**src/rtl/conv3x3_stream.sv**
```systemverilog
// Streaming 3x3 convolution over a raster pixel stream: two line buffers, a products stage, then an adder-tree stage.
// Optional build macro CONV3X3_RELU_EN clamps negative results to zero in the second stage.
module conv3x3_stream #(
    parameter  int IMG_W  = 16,
    parameter  int IMG_H  = 16,
    parameter  int DATA_W = 8,
    parameter  int COEF_W = 8,
    localparam int ACC_W  = DATA_W + COEF_W + 5
) (
    input  logic                    clk,
    input  logic                    reset,
    input  logic [DATA_W-1:0]       pxl_in,
    input  logic                    pxl_valid,
    input  logic                    sof,
    input  logic [9*COEF_W-1:0]     kernel,
    output logic signed [ACC_W-1:0] pxl_out,
    output logic                    out_valid,
    output logic                    out_last
);
    localparam int PROD_W = DATA_W + COEF_W + 1;
    localparam int CW     = (IMG_W > 1) ? $clog2(IMG_W) : 1;
    localparam int RW     = (IMG_H > 1) ? $clog2(IMG_H) : 1;

    logic [CW-1:0] col_reg, col_next, cur_col, rd_addr;
    logic [RW-1:0] row_reg, row_next, cur_row;

    // sof relocates the current pixel to the frame origin regardless of the counters
    always_comb begin
        cur_col  = sof ? '0 : col_reg;
        cur_row  = sof ? '0 : row_reg;
        col_next = col_reg;
        row_next = row_reg;
        if (pxl_valid) begin
            if (cur_col == CW'(IMG_W - 1)) begin
                col_next = '0;
                row_next = (cur_row == RW'(IMG_H - 1)) ? '0 : cur_row + 1'b1;
            end else begin
                col_next = cur_col + 1'b1;
                row_next = cur_row;
            end
        end
        rd_addr = reset ? '0 : col_next;
    end

    always_ff @(posedge clk) begin
        if (reset) begin
            col_reg <= '0;
            row_reg <= '0;
        end else begin
            col_reg <= col_next;
            row_reg <= row_next;
        end
    end

    // Line buffers are read one column ahead so the registered read data lines up with the
    // next accepted pixel. A sof mid-row mispredicts only data that row 0 never consumes.
    logic [DATA_W-1:0] lb1_mem [IMG_W];
    logic [DATA_W-1:0] lb2_mem [IMG_W];
    logic [DATA_W-1:0] lb1_rd_reg, lb2_rd_reg;

    always_ff @(posedge clk) begin
        lb1_rd_reg <= lb1_mem[rd_addr];
        lb2_rd_reg <= lb2_mem[rd_addr];
        if (pxl_valid && !reset) begin
            lb1_mem[cur_col] <= pxl_in;
            lb2_mem[cur_col] <= lb1_rd_reg;
        end
    end

    logic [9*COEF_W-1:0] kernel_reg;
    logic                kcap_pend_reg;

    always_ff @(posedge clk) begin
        if (reset) begin
            kernel_reg    <= '0;
            kcap_pend_reg <= 1'b1;
        end else if (pxl_valid) begin
            if (sof || kcap_pend_reg) begin
                kernel_reg <= kernel;
            end
            kcap_pend_reg <= 1'b0;
        end
    end

    // Window columns: c0 = col-2, c1 = col-1, new_col = col; index 0 is row-2
    logic [DATA_W-1:0] new_col [3];
    logic [DATA_W-1:0] c0_reg  [3];
    logic [DATA_W-1:0] c1_reg  [3];
    logic [DATA_W-1:0] win     [9];

    assign new_col[0] = lb2_rd_reg;
    assign new_col[1] = lb1_rd_reg;
    assign new_col[2] = pxl_in;

    always_ff @(posedge clk) begin
        if (pxl_valid) begin
            for (int i = 0; i < 3; i++) begin
                c0_reg[i] <= c1_reg[i];
                c1_reg[i] <= new_col[i];
            end
        end
    end

    logic signed [PROD_W-1:0] prod_comb [9];
    logic signed [PROD_W-1:0] prod_reg  [9];

    genvar gi;
    generate
        for (gi = 0; gi < 9; gi++) begin : g_tap
            logic signed [COEF_W-1:0] coef;
            logic signed [PROD_W-1:0] coef_ext;
            logic signed [PROD_W-1:0] pix_ext;

            if (gi % 3 == 0) begin : g_c0
                assign win[gi] = c0_reg[gi/3];
            end else if (gi % 3 == 1) begin : g_c1
                assign win[gi] = c1_reg[gi/3];
            end else begin : g_c2
                assign win[gi] = new_col[gi/3];
            end

            assign coef          = kernel_reg[gi*COEF_W +: COEF_W];
            assign coef_ext      = PROD_W'(coef);
            assign pix_ext       = PROD_W'(win[gi]);
            assign prod_comb[gi] = coef_ext * pix_ext;
        end
    endgenerate

    logic s1_valid_reg, s1_last_reg;

    always_ff @(posedge clk) begin
        if (reset) begin
            s1_valid_reg <= 1'b0;
            s1_last_reg  <= 1'b0;
        end else begin
            s1_valid_reg <= pxl_valid && (cur_row >= RW'(2)) && (cur_col >= CW'(2));
            s1_last_reg  <= pxl_valid && (cur_row == RW'(IMG_H - 1)) && (cur_col == CW'(IMG_W - 1));
        end
    end

    always_ff @(posedge clk) begin
        if (pxl_valid) begin
            for (int i = 0; i < 9; i++) begin
                prod_reg[i] <= prod_comb[i];
            end
        end
    end

    logic signed [ACC_W-1:0] acc_sum, result;

    always_comb begin
        acc_sum = '0;
        for (int i = 0; i < 9; i++) begin
            acc_sum = acc_sum + ACC_W'(prod_reg[i]);
        end
`ifdef CONV3X3_RELU_EN
        result = acc_sum[ACC_W-1] ? '0 : acc_sum;
`else
        result = acc_sum;
`endif
    end

    always_ff @(posedge clk) begin
        if (reset) begin
            out_valid <= 1'b0;
            out_last  <= 1'b0;
            pxl_out   <= '0;
        end else begin
            out_valid <= s1_valid_reg;
            out_last  <= s1_valid_reg && s1_last_reg;
            if (s1_valid_reg) begin
                pxl_out <= result;
            end
        end
    end
endmodule

```
**config.mk**
```make
export PLATFORM = sky130hd
export DESIGN_NAME = conv3x3_stream
export DESIGN_NICKNAME = d
export VERILOG_FILES = /design/src/rtl/conv3x3_stream.sv
export SDC_FILE = /design/constraint.sdc
export NUM_CORES = 2
export LEC_CHECK = 0
export ABC_CLOCK_PERIOD_IN_PS = 5100
export CORE_MARGIN = 4
export CORE_UTILIZATION = 25
export DETAILED_ROUTE_END_ITERATION = 16
export HOLD_SLACK_MARGIN = 0.03
export PLACE_DENSITY_LB_ADDON = 0.08
export SLEW_MARGIN = 25
export SYNTH_ARGS = -nofsm -noshare
export SYNTH_HDL_FRONTEND = slang
export SYNTH_SLANG_ARGS = --single-unit
```
**constraint.sdc**
```tcl
create_clock -name clk -period 5.1 [get_ports clk]
set_clock_uncertainty 0.15 [all_clocks]
set_input_delay 1.02 -clock clk [delete_from_list [all_inputs] [get_ports clk]]
set_output_delay 1.02 -clock clk [all_outputs]
set_load 0.01 [all_outputs]
```
==> impl_metrics.prom <==
# TYPE chip_impl_metric gauge
chip_impl_metric{name="vdd.ir_drop.worst",unit="uV"} 1090
chip_impl_info{name="launching_element_type_of_the_critical_path",value="input pin"} 1
chip_impl_metric{name="least_setup_slack_across_all_paths_after_layout",unit="ps"} 126
chip_impl_metric{name="design.die.area",unit="mm^2"} 0.192
chip_impl_metric{name="clock_h_tree_levels",unit=""} 3
chip_impl_info{name="outcome",value="finished, final reports clean"} 1
chip_impl_metric{name="wl_per_cell",unit="um"} 20.5
chip_impl_info{name="cp-end-kind",value="flip-flop"} 1
chip_impl_metric{name="relSlewSlack",unit=""} 0.404
chip_impl_metric{name="synth_nets",unit=""} 5316
chip_impl_metric{name="setup_slack_reg_to_reg",unit="ps"} 170
chip_impl_metric{name="io_buffer_count",unit=""} 106
chip_impl_metric{name="grt.total_usage",unit=""} 0.154
chip_impl_metric{name="cts_buffers",unit=""} 80
chip_impl_metric{name="fmaxAchievable",unit="MHz"} 201
chip_impl_metric{name="fin_setup_tns",unit="ps"} 0
chip_impl_metric{name="globalRoute.totalOverflow",unit=""} 0
chip_impl_metric{name="post_synth_num_cell_types",unit=""} 91
chip_impl_info{name="synth_top_cells_by_area",value="sky130_fd_sc_hd__edfxtp_1 30%, sky130_fd_sc_hd__fa_1 20%, sky130_fd_sc_hd__ha_1 11%"} 1
chip_impl_metric{name="final-setup-viol-count",unit=""} 0
chip_impl_metric{name="syn-cell-area",unit="mm^2"} 0.0462
chip_impl_metric{name="minimum_clock_period_after_layout",unit="ps"} 4970
chip_impl_info{name="yosys_most_used_dff",value="sky130_fd_sc_hd__edfxtp_1"} 1
chip_impl_metric{name="finish.net_count",unit=""} 5567
chip_impl_metric{name="maxSlewViolCount",unit=""} 0
chip_impl_metric{name="leak",unit="nW"} 23.6
chip_impl_info{name="cts_tree",value="yes"} 1
chip_impl_info{name="top_count_cell_post_synth",value="sky130_fd_sc_hd__inv_1"} 1
chip_impl_metric{name="pre_cts_ws",unit="ps"} -755
chip_impl_metric{name="post_synth.cell_area_avg",unit="um^2"} 10.6
chip_impl_info{name="grt_setup_unrepaired",value="yes"} 1
chip_impl_metric{name="cts.sinks",unit=""} 579
chip_impl_metric{name="max_cap_violations",unit=""} 0
chip_impl_metric{name="i_o_pin_count",unit=""} 107
chip_impl_metric{name="num_rows",unit=""} 157
chip_impl_metric{name="clkSlewWorstSetupHoldPaths",unit="ps"} 60
chip_impl_metric{name="starting_density_of_the_core",unit=""} 0.252
chip_impl_metric{name="grt_pass1_wl",unit="um"} 222000
chip_impl_metric{name="asyncSetResetFlopFracSynth",unit=""} 0
chip_impl_metric{name="pwr_cell_area",unit="mW/mm^2"} 447
chip_impl_metric{name="final_layout_size_suffix_gt1_frac",unit=""} 0.100
chip_impl_metric{name="drt_first_iter_violations",unit=""} 1326
chip_impl_metric{name="period_share",unit=""} 0.975
chip_impl_metric{name="synth-seq-area-share",unit=""} 0.350
chip_impl_metric{name="initial_antenna_violation_count",unit=""} 7
chip_impl_info{name="clockRootBuffer",value="sky130_fd_sc_hd__clkbuf_16"} 1
chip_impl_metric{name="ys_seq_elements",unit=""} 579
chip_impl_metric{name="finalWeightedCongestion",unit=""} 0.769
chip_impl_metric{name="max-clock-path-buffers",unit=""} 3
chip_impl_metric{name="post_synth_top_area_share",unit=""} 0.297
chip_impl_metric{name="hold-worst-slack",unit="ps"} 314
chip_impl_metric{name="crit_arrival",unit="ps"} 5250
chip_impl_metric{name="final_core_utilization",unit=""} 0.296
chip_impl_metric{name="core-area",unit="mm^2"} 0.183
chip_impl_metric{name="die-height",unit="um"} 438
chip_impl_metric{name="num_vias",unit=""} 31700
chip_impl_metric{name="grt_start_max_net_pins",unit=""} 114
chip_impl_metric{name="dp_hpwl",unit="um"} 113000
chip_impl_metric{name="router_iterations_before_antenna_repair",unit=""} 5
chip_impl_info{name="netlist.top_cell.by_area",value="sky130_fd_sc_hd__edfxtp_1"} 1
chip_impl_info{name="path_class",value="input pin to flip-flop"} 1
chip_impl_metric{name="worst-slew-pin-transition",unit="ps"} 894
chip_impl_metric{name="wl",unit="um"} 146000
chip_impl_metric{name="yosys_warnings",unit=""} 0
chip_impl_metric{name="largest_fanout_on_the_critical_path",unit=""} 8
chip_impl_metric{name="grt_pass1_vias",unit=""} 34000
chip_impl_metric{name="clk_latency",unit="ps"} 690
chip_impl_metric{name="flow.area_growth_from_synthesis",unit="%"} 17.7
chip_impl_metric{name="largest_reg_flops",unit=""} 153
chip_impl_metric{name="p_total",unit="mW"} 24.3
chip_impl_info{name="hold_path_class",value="flip-flop to flip-flop"} 1
chip_impl_info{name="synth_top_cells_by_count",value="743 x sky130_fd_sc_hd__inv_1, 457 x sky130_fd_sc_hd__edfxtp_1, 455 x sky130_fd_sc_hd__fa_1, 438 x sky130_fd_sc_hd__nand2_1, 414 x sky130_fd_sc_hd__ha_1"} 1
chip_impl_metric{name="die_w",unit="um"} 438
chip_impl_metric{name="ratio_of_routed_vias_to_standard_cells",unit=""} 4.43
chip_impl_metric{name="synth_edf_count",unit=""} 457
chip_impl_metric{name="hold_viol_final",unit=""} 0
chip_impl_metric{name="endpoint_required_time_on_the_critical_path",unit="ps"} 5380
chip_impl_metric{name="drtAntennaViolNets",unit=""} 0
chip_impl_metric{name="remaining_drc_errors",unit=""} 0
chip_impl_metric{name="netlist_instances",unit=""} 4363
report_power, final:
part / total, mW / internal [mW] / switching (mW)
combinational: 12.6 / 5.33 / 7.29
clock: 5.89 / 3.55 / 2.34
sequential: 5.78 / 5.48 / 0.308
final timing paths:
| path | from | end | depth (start not counted) |
|---|---|---|---|
| worst max-delay path | pxl_in[4] | prod_reg[0][152] | 16 |
| worst min-delay path | pxl_out[14] | pxl_out[14] | 2 |
| worst max register to register | c0_reg[0][11] | prod_reg[0][67] | 16 |
| worst min register to register | pxl_out[14] | pxl_out[14] | 2 |
layout by cell type (no fill, tap or decap), types with 25 or more instances in the layout:
cell type                         count
sky130_fd_sc_hd__o22ai_1             99
sky130_fd_sc_hd__edfxtp_1           457
sky130_fd_sc_hd__inv_1              743
sky130_fd_sc_hd__o22a_1              32
sky130_fd_sc_hd__a21oi_1            187
sky130_fd_sc_hd__xnor2_1             70
sky130_fd_sc_hd__nor3_1              47
sky130_fd_sc_hd__and2_1             291
sky130_fd_sc_hd__clkbuf_16           82
sky130_fd_sc_hd__nand2b_1            62
sky130_fd_sc_hd__o21ai_0             70
sky130_fd_sc_hd__mux2i_1             40
sky130_fd_sc_hd__a211oi_1            37
sky130_fd_sc_hd__dfxtp_1            116
sky130_fd_sc_hd__a21o_1              25
sky130_fd_sc_hd__nand2_1            438
sky130_fd_sc_hd__fa_1               454
sky130_fd_sc_hd__xor2_1              28
sky130_fd_sc_hd__nor2_1             163
sky130_fd_sc_hd__clkdlybuf4s50_1    102
sky130_fd_sc_hd__buf_4              216
sky130_fd_sc_hd__ha_1               413
final cells by class:
| class | instances | area, um^2 |
|---|---|---|
| sequential | 579 | 16200 |
| antenna | 4 | 10.0 |
| clock inverter | 37 | 474 |
| multi-input combinational | 2869 | 26500 |
| tap | 2464 | 3080 |
| fill | 19300 | 129000 |
| clock buffer | 110 | 2250 |
| inverter | 745 | 2800 |
| timing repair buffer | 339 | 3040 |
worst max-delay path: stages:
cell and delay, ps:
sky130_fd_sc_hd__clkdlybuf4s50_1 510, sky130_fd_sc_hd__buf_12 150, sky130_fd_sc_hd__nand2_1 80, sky130_fd_sc_hd__fa_1 540
sky130_fd_sc_hd__fa_1 550, sky130_fd_sc_hd__inv_1 50, sky130_fd_sc_hd__fa_1 480, sky130_fd_sc_hd__inv_1 50
sky130_fd_sc_hd__fa_1 470, sky130_fd_sc_hd__inv_1 40, sky130_fd_sc_hd__ha_1 180, sky130_fd_sc_hd__or3_4 370
sky130_fd_sc_hd__o221a_2 270, sky130_fd_sc_hd__o31ai_4 200, sky130_fd_sc_hd__a21oi_1 110, sky130_fd_sc_hd__xnor2_1 150
metrics by stage:
step,std cells,instance area (um^2)
6_report,7147,54400
5_1_grt,7147,54400
4_1_cts,7130,54200
3_5_place_dp,6983,51400
3_3_place_gp,6983,51400
2_1_floorplan,4363,46200
timing repair:
| item | CTS | global route |
|---|---|---|
| setup endpoints to repair | 1 | 16 |
| hold buffers | 0 | 0 |
| resized for setup | 1 | 23 |
| buffers inserted | 0 | 13 |
| pin swaps | 0 | 10 |
routing by layer:
metal / wire length [um] / share of wire / global-route usage
met5: 7 / 0.000048 / 0
met1: 69300 / 0.47 / 0.211
met2: 68700 / 0.47 / 0.255
met4: 3960 / 0.027 / 0.0412
met3: 4450 / 0.030 / 0.0214
cells by family after synthesis:
family,Yosys count,synth area share
fa+ha+maj,869,0.309
xor+xnor,98,0.0186
simple gates,1173,0.130
buf+inv,915,0.0784
mux,57,0.0128
flops,579,0.350
compound gates,672,0.101
No activity file was read; power rests on OpenSTA's default activity.
==> RTL change, RTL diff (same settings) <==
Register the inputs `pxl_in`, `pxl_valid`, `sof` and `kernel` before use, with the module's reset. The logic sees them one clock later.
--- a/src/rtl/conv3x3_stream.sv
+++ b/src/rtl/conv3x3_stream.sv
@@ -21,16 +21,35 @@
     localparam int CW     = (IMG_W > 1) ? $clog2(IMG_W) : 1;
     localparam int RW     = (IMG_H > 1) ? $clog2(IMG_H) : 1;
 
+    logic [DATA_W-1:0] pxl_q;
+    logic pxl_valid_q;
+    logic sof_q;
+    logic [9*COEF_W-1:0] kernel_q;
+
+    always_ff @(posedge clk) begin
+        if (reset) begin
+            pxl_q       <= '0;
+            pxl_valid_q <= '0;
+            sof_q       <= '0;
+            kernel_q    <= '0;
+        end else begin
+            pxl_q       <= pxl_in;
+            pxl_valid_q <= pxl_valid;
+            sof_q       <= sof;
+            kernel_q    <= kernel;
+        end
+    end
+
     logic [CW-1:0] col_reg, col_next, cur_col, rd_addr;
     logic [RW-1:0] row_reg, row_next, cur_row;
 
     // sof relocates the current pixel to the frame origin regardless of the counters
     always_comb begin
-        cur_col  = sof ? '0 : col_reg;
-        cur_row  = sof ? '0 : row_reg;
+        cur_col  = sof_q ? '0 : col_reg;
+        cur_row  = sof_q ? '0 : row_reg;
         col_next = col_reg;
         row_next = row_reg;
-        if (pxl_valid) begin
+        if (pxl_valid_q) begin
             if (cur_col == CW'(IMG_W - 1)) begin
                 col_next = '0;
                 row_next = (cur_row == RW'(IMG_H - 1)) ? '0 : cur_row + 1'b1;
@@ -61,8 +80,8 @@
     always_ff @(posedge clk) begin
         lb1_rd_reg <= lb1_mem[rd_addr];
         lb2_rd_reg <= lb2_mem[rd_addr];
-        if (pxl_valid && !reset) begin
-            lb1_mem[cur_col] <= pxl_in;
+        if (pxl_valid_q && !reset) begin
+            lb1_mem[cur_col] <= pxl_q;
             lb2_mem[cur_col] <= lb1_rd_reg;
         end
     end
@@ -74,9 +93,9 @@
         if (reset) begin
             kernel_reg    <= '0;
             kcap_pend_reg <= 1'b1;
-        end else if (pxl_valid) begin
-            if (sof || kcap_pend_reg) begin
-                kernel_reg <= kernel;
+        end else if (pxl_valid_q) begin
+            if (sof_q || kcap_pend_reg) begin
+                kernel_reg <= kernel_q;
             end
             kcap_pend_reg <= 1'b0;
         end
@@ -90,10 +109,10 @@
 
     assign new_col[0] = lb2_rd_reg;
     assign new_col[1] = lb1_rd_reg;
-    assign new_col[2] = pxl_in;
+    assign new_col[2] = pxl_q;
 
     always_ff @(posedge clk) begin
-        if (pxl_valid) begin
+        if (pxl_valid_q) begin
             for (int i = 0; i < 3; i++) begin
                 c0_reg[i] <= c1_reg[i];
                 c1_reg[i] <= new_col[i];
@@ -133,13 +152,13 @@
             s1_valid_reg <= 1'b0;
             s1_last_reg  <= 1'b0;
         end else begin
-            s1_valid_reg <= pxl_valid && (cur_row >= RW'(2)) && (cur_col >= CW'(2));
-            s1_last_reg  <= pxl_valid && (cur_row == RW'(IMG_H - 1)) && (cur_col == CW'(IMG_W - 1));
+            s1_valid_reg <= pxl_valid_q && (cur_row >= RW'(2)) && (cur_col >= CW'(2));
+            s1_last_reg  <= pxl_valid_q && (cur_row == RW'(IMG_H - 1)) && (cur_col == CW'(IMG_W - 1));
         end
     end
 
     always_ff @(posedge clk) begin
-        if (pxl_valid) begin
+        if (pxl_valid_q) begin
             for (int i = 0; i < 9; i++) begin
                 prod_reg[i] <= prod_comb[i];
             end
Formal check against the unedited RTL: same outputs for any inputs over 4 cycles, from zero or initial values and one cycle with reset high; that may be too few to reach the edited logic, so the function may still have changed.
==> RTL change against the unedited design <==
Sequential cell count up 82; cell area down 0.65%; area after synthesis down 0.45%; global-route usage down 1.6 points; routed wire length down 11%; setup slack better by 0.083 ns; critical path type is now flop to flop.
Power is not compared: it rests on default switching activity, and its combinational part moved more than twofold at a synthesized area within 25%.
==> RTL change: results (changes against the unedited design) <==
M1 GR Usage 19.0% (was 21.1%); kind of critical path flop to flop (was input pin to flop); initial antenna violation count 15 (was 7); Seq/Total Area, Yosys 38.7% (was 35.0%); filler instances 19125 (was 19258); met3 global-route usage 1.99% (was 2.14%); met2 Track Usage GR 22.7% (was 25.5%); hold path endpoint kernel_reg[35]$_SDFFE_PP0P_ (was pxl_out[14]$_SDFFE_PP0P_); post-CTS sizing 0 (was 1); Post-Synth XOR/XNOR Area 2.38% (was 1.86%); Placement Setup Slack 0.117 ns (was -0.755 ns); met1 WL 62000 µm (was 69300 µm); largest cells by area after synthesis edfxtp_1 30%, fa_1 20%, ha_1 11%, dfxtp_1 8.9%, inv_1 6.0% (was edfxtp_1 30%, fa_1 20%, ha_1 11%, inv_1 6.0%, dfxtp_1 5.3%); crit-path max FO 5 (was 8); vias in the first global route 30735 (was 34005); DR WL met3 3490 µm (was 4450 µm); total CTS buffers 89 (was 80); DR pass1 iterations 5 (unchanged); relative slew slack 28.9% (was 40.4%); Adder-Cell Fraction of Synth Area 31.1% (was 30.9%); DP HPWL 98900 µm (was 113000 µm); Total Wirelength 130000 µm (was 146000 µm); compound-cell area share of the yosys netlist 3.89% (was 10.1%); Post-Place Cell Area 51000 µm² (was 51400 µm²); list of most frequent post-synthesis cells 739 x inv_1, 457 x edfxtp_1, 455 x fa_1, 414 x ha_1, 409 x nand2_1 (was 743 x inv_1, 457 x edfxtp_1, 455 x fa_1, 438 x nand2_1, 414 x ha_1); flop2flop setup slack 0.21 ns (was 0.17 ns); met2 WL 61100 µm (was 68700 µm); gr usage total 13.8% (was 15.4%); Hold Crit Depth 2 (unchanged); DR vias 28186 (was 31682); Syn Nets 5024 (was 5316); WP data arrival 5.17 ns (was 5.25 ns); status complete, no violations (unchanged); Initial DRC Count 1297 (was 1326); post-synthesis cell type count 56 (was 91); largest net degree at the start of global routing 139 (was 114); CP startpoint c1_reg[0][6]$_DFFE_PP_ (was pxl_in[4]); hold_ws 0.264 ns (was 0.314 ns); reg2reg end prod_reg[0][33]$_DFFE_PP_ (was prod_reg[0][67]$_DFFE_PP_); layout cells sized above 1 8.42% (was 10.0%); hold wc startpoint kernel_q[35]$_SDFF_PP0_ (was pxl_out[14]$_SDFFE_PP0P_)
RTL change: worst reg2reg max path: stages (launching register included):
cell and delay (ns):
edfxtp_1 0.47, buf_4 0.20, and2_1 0.16, ha_1 0.29, inv_1 0.09, fa_1 0.44, fa_1 0.52, fa_1 0.49
inv_1 0.05, ha_1 0.31, nor2b_1 0.15, o21a_1 0.17, o21ai_0 0.28, a211oi_1 0.15, a2111oi_2 0.43, a21oi_1 0.14
xnor2_1 0.15
RTL change: layout make-up:
cell class              instances  area [µm²]  share of cell area [%]
flip-flops and latches        661       17800                    33.0
repair buffers                270        2380                    4.41
diodes                          2        5.00                 0.00927
well taps                    2464        3080                    5.71
clock buffers                 113        2420                    4.47
inverters                     739        2770                    5.14
multi-input cells            2568       25000                    46.4
clock inverters                53         500                   0.927
RTL change: through the flow:
stage               total power, mW  utilization (%)  instances
floorplan                      9.09                -       4071
global placement               10.9             27.8       6696
detailed placement             10.8             27.8       6696
CTS                            17.3             29.4       6862
global route                   18.1             29.5       6869
finish                         17.0             29.5       6870
